===== config.mk =====
export PLATFORM = sky130hd
export DESIGN_NAME = spi_mnrch
export DESIGN_NICKNAME = d
export VERILOG_FILES = /design/src/rtl/spi_mnrch.sv
export SDC_FILE = /design/constraint.sdc
export NUM_CORES = 1
export LEC_CHECK = 0
export ABC_AREA = 1
export CORE_MARGIN = 2
export CORE_UTILIZATION = 47
export CTS_BUF_LIST = sky130_fd_sc_hd__clkbuf_16
export CTS_CLUSTER_DIAMETER = 60
export CTS_CLUSTER_SIZE = 28
export DETAILED_ROUTE_END_ITERATION = 10
export PLACE_DENSITY = 0.91
export SLEW_MARGIN = 20
export SYNTH_ARGS = -nofsm -noshare
export SYNTH_HDL_FRONTEND = slang
export SYNTH_SLANG_ARGS = --single-unit

===== constraint.sdc =====
create_clock -name clk -period 1.75 [get_ports clk]
set_input_delay 0.35 -clock clk [delete_from_list [all_inputs] [get_ports clk]]
set_output_delay 0.35 -clock clk [all_outputs]
set_load 0.05 [all_outputs]

===== src/rtl/spi_mnrch.sv =====
// SPI initiator for the inertial sensor link: one 16-bit full-duplex CPOL=1/CPHA=1 transfer per wrt.
// Optional build macro SPI_MNRCH_OVR_EN adds the ovr output (pulses after a wrt that arrives while busy).
module spi_mnrch #(
    parameter int SCLK_DIV_W = 5
) (
    input  logic        clk,
    input  logic        rst,
    input  logic        wrt,
    input  logic [15:0] wt_data,
    input  logic        MISO,
    output logic        SS_n,
    output logic        SCLK,
    output logic        MOSI,
    output logic        done,
    output logic [15:0] rd_data
`ifdef SPI_MNRCH_OVR_EN
    ,
    output logic        ovr
`endif
);

    typedef enum logic {
        IDLE = 1'b0,
        TRMT = 1'b1
    } state_t;

    // Idle load keeps SCLK high and places the front-porch fall a quarter period after SS_n drops.
    localparam logic [SCLK_DIV_W-1:0] DIV_IDLE  = {1'b1, 1'b0, {(SCLK_DIV_W-2){1'b1}}};
    localparam logic [SCLK_DIV_W-1:0] DIV_START = DIV_IDLE + 1'b1;
    localparam logic [SCLK_DIV_W-1:0] DIV_RISE  = {1'b0, {(SCLK_DIV_W-1){1'b1}}};
    localparam logic [SCLK_DIV_W-1:0] DIV_FALL  = {SCLK_DIV_W{1'b1}};

    state_t                  state_q, state_d;
    logic [SCLK_DIV_W-1:0]   sclk_div_q, sclk_div_d;
    logic [15:0]             shft_q, shft_d;
    logic                    smpl_q, smpl_d;
    logic [3:0]              bit_cnt_q, bit_cnt_d;
    logic                    first_q, first_d;
    logic                    ss_n_q, ss_n_d;
    logic                    done_q, done_d;

    always_ff @(posedge clk) begin
        if (rst) begin
            state_q    <= IDLE;
            sclk_div_q <= DIV_IDLE;
            shft_q     <= '0;
            smpl_q     <= 1'b0;
            bit_cnt_q  <= '0;
            first_q    <= 1'b0;
            ss_n_q     <= 1'b1;
            done_q     <= 1'b0;
        end else begin
            state_q    <= state_d;
            sclk_div_q <= sclk_div_d;
            shft_q     <= shft_d;
            smpl_q     <= smpl_d;
            bit_cnt_q  <= bit_cnt_d;
            first_q    <= first_d;
            ss_n_q     <= ss_n_d;
            done_q     <= done_d;
        end
    end

    always_comb begin
        state_d    = state_q;
        sclk_div_d = sclk_div_q;
        shft_d     = shft_q;
        smpl_d     = smpl_q;
        bit_cnt_d  = bit_cnt_q;
        first_d    = first_q;
        ss_n_d     = ss_n_q;
        done_d     = done_q;
        case (state_q)
            IDLE: begin
                sclk_div_d = DIV_IDLE;
                if (wrt) begin
                    shft_d     = wt_data;
                    bit_cnt_d  = 4'd0;
                    first_d    = 1'b1;
                    ss_n_d     = 1'b0;
                    done_d     = 1'b0;
                    sclk_div_d = DIV_START;
                    state_d    = TRMT;
                end
            end
            TRMT: begin
                sclk_div_d = sclk_div_q + 1'b1;
                if (sclk_div_q == DIV_RISE) begin
                    smpl_d = MISO;
                end
                if (sclk_div_q == DIV_FALL) begin
                    if (first_q) begin
                        first_d = 1'b0;
                    end else begin
                        shft_d = {shft_q[14:0], smpl_q};
                        if (bit_cnt_q == 4'd15) begin
                            // Last shift: reload the divider so SCLK never produces a 17th fall.
                            ss_n_d     = 1'b1;
                            done_d     = 1'b1;
                            sclk_div_d = DIV_IDLE;
                            state_d    = IDLE;
                        end else begin
                            bit_cnt_d = bit_cnt_q + 4'd1;
                        end
                    end
                end
            end
            default: state_d = IDLE;
        endcase
    end

`ifdef SPI_MNRCH_OVR_EN
    logic ovr_q;

    always_ff @(posedge clk) begin
        if (rst) begin
            ovr_q <= 1'b0;
        end else begin
            ovr_q <= wrt && (state_q != IDLE);
        end
    end

    assign ovr = ovr_q;
`endif

    assign SS_n    = ss_n_q;
    assign SCLK    = sclk_div_q[SCLK_DIV_W-1];
    assign MOSI    = shft_q[15];
    assign done    = done_q;
    assign rd_data = shft_q;

endmodule


==> metrics.cfg <==
[logic_synthesis]
synth_cells = 209
yosysMostFrequentCell = nand2_1
synth_top_area_cell = dfxtp_1
synth_top_area_share_pct = 42.03
syn_nets = 233
yosys_warnings = 0
synth.distinct_cells = 18
synth_commonest_cells = nand2_1 (69), nor2_1 (41), dfxtp_1 (30)
ys_seq_area_share_pct = 42.03
synth.cell_area_mm2 = 0.001429
synthTopCellsByArea = dfxtp_1 (42%), nand2_1 (18%), nor2_1 (11%)
ys_seq_elements = 30
ys.flop_type = dfxtp_1
synth_area_per_cell_um2 = 6.837
async_reset_ff_share_pct = 0
synth_edf_count = 0

[flow_run]
drv_cap = 0

[cells_and_area]
drive_gt1_share_pct = 19.14
post-route-util_pct = 67.69
final_nets = 280
fin_cells = 289
n_antenna_cell = 0
areaGrowthSynthToFinish_pct = 41.07

[setup_path]
cp_max_fo = 6
crit_arrival_ns = 1.83
start_kind = flop
crit_path_end_kind = flop
path_class = flop to flop
required_ns = 1.97

[sta]
slew-limit-headroom_pct = 75.92
report.final.hold_viol_count = 0
setup_tns_ns = 0
period_needed_ns = 1.614
fin_crit_sh_pct = 92.25
fin_ws_ns = 0.1356
setup_viol = 0
worst_pin_slew_ns = 0.3607
max_freq_mhz = 619.4
skew_ns = 0.004937
rsz0062_at_grt = false
hold-worst-slack_ns = 0.4600
finalMaxSlewViolations = 0

[global_routing]
grtUsageTotal_pct = 21.86
antenna_found_initial = 0
grt_overflow_total = 0
grt_pass1_wl_mm = 5.595
grt_pass1_vias = 1257
grt_max_degree = 20

[placed_design]
dp.cells = 276
pre_cts_slack_ns = 0.003517
portBuffers = 39
dp_hpwl_mm = 2.223
place_congestion = 0.7726

[routing]
drc = 0
top_layer = met4
wl_met1_mm = 1.514
wl_per_cell_um = 11.73
vias = 1445
wl_mm = 3.391
ant_nets = 0
first_iter_violations = 46
routed-wl-met3_um = 168
viasPerCell = 5.000
first_pass_iters = 4
met2_wirelength_mm = 1.607

[clock_tree]
cts_num_sinks = 30
cts_buffers = 5
cts_tree = built
htreeDepth = 2
clk-insertion-delay-late_ns = 0.28
cts_buffer_depth = 2
cts_root_buffer = clkbuf_16
clk_transition_reported_paths_ns = 0.05

[floorplan]
initial_core_util_pct = 47.98
dieArea_mm2 = 0.003497
placeableCoreArea_mm2 = 0.002978
num_io_pins = 40
die_width_um = 59.14
rows = 20
die_h_um = 59.14

[pwr]
vdd_drop_max_mv = 0.6841
p_per_area_mw_per_mm2 = 1003
leakage_uw = 0.0009659

[hold_path]
hp-class = flop to flop

[outcome]
outcome = complete, no violations

-- cell usage in the layout (no fill, tap or decap), types with 2 or more instances in the layout --
cell type	n
ha_1	2
a21oi_1	7
nand3_1	6
dfxtp_2	2
dfxtp_1	28
buf_4	28
nand2_4	2
clkdlybuf4s50_1	19
nand2_1	68
nand4_1	4
clkbuf_16	5
nor2_1	40
o21ai_0	21
inv_1	12
-- final timing paths --
path	start	to	slack (ns)	depth (start not counted)
setup / recovery	sclk_div_q[0]$_SDFF_PP1_	bit_cnt_q[3]$_SDFFE_PP0P_	0.14	11
hold / removal	done$_SDFFE_PP0P_	done$_SDFFE_PP0P_	0.46	2
hold reg to reg	done$_SDFFE_PP0P_	done$_SDFFE_PP0P_	0.46	2
setup reg to reg	sclk_div_q[0]$_SDFF_PP1_	bit_cnt_q[3]$_SDFFE_PP0P_	0.14	11
-- timing repair --
action / CTS / global route
hold buffers: 0 / 0
gates cloned: 0 / 1
gates resized for setup: 3 / 8
setup endpoints to repair: 16 / 23
buffers inserted: 3 / 2
pin swaps: 1 / 2
-- cell families (layout without fill, tap and decap cells) --
logic type | Yosys count | in the layout | share of synthesized area (%)
AND/OR/NAND/NOR | 124 | 125 | 35.73
AO/OA/AOI/OAI | 29 | 29 | 10.42
adder cells (fa/ha/maj) | 4 | 4 | 3.503
buffers and inverters | 22 | 68 | 8.319
flip-flops | 30 | 30 | 42.03
-- where the power goes --
group	switching, uW	internal, uW
Sequential	40.8	735
Combinational	284	169
Clock	286	506
Total	611	1410
-- layer usage --
layer | global-route usage, % | up-vias
met5 | 0 | -
met4 | 7.792 | 0
met3 | 8.734 | 11
met2 | 34.92 | 34
met1 | 26.64 | 646
li1 | - | 754
-- per-stage QoR --
stage	power (uW)	cell area, um2
after floorplan	1067	1429
after global placement	1193	1775
after detailed placement	1199	1775
after global routing	2100	2016
final	2021	2016
after CTS	1993	1957
-- flip-flops by register name, summed over array words and instances, names as in the netlist --
name        count
rd_data        16
bit_cnt_q       4
done            1
smpl_q          1
sclk_div_q      5
first_q         1
state_q         1
SS_n            1
-- worst max-delay path, cell delays in order, from the launching register on --
cell	delay [ns]
dfxtp_2	0.34
ha_2	0.19
nand2_2	0.08
nor2_4	0.14
ha_4	0.16
nand3_4	0.13
nand2_8	0.13
buf_12	0.11
nand3_1	0.05
nand2_1	0.07
inv_1	0.04
nor2_1	0.09
-- final cells by class --
type                    instances  area, um2
clock buffers                   5      125.1
repair buffers                 48      420.4
flip-flops and latches         30      603.1
inverters                      13      56.30
fillers                       239      962.2
well taps                      33      41.29
clock inverters                 2      7.507
multi-input cells             158      762.0
No activity file was read; power rests on OpenSTA's default activity.
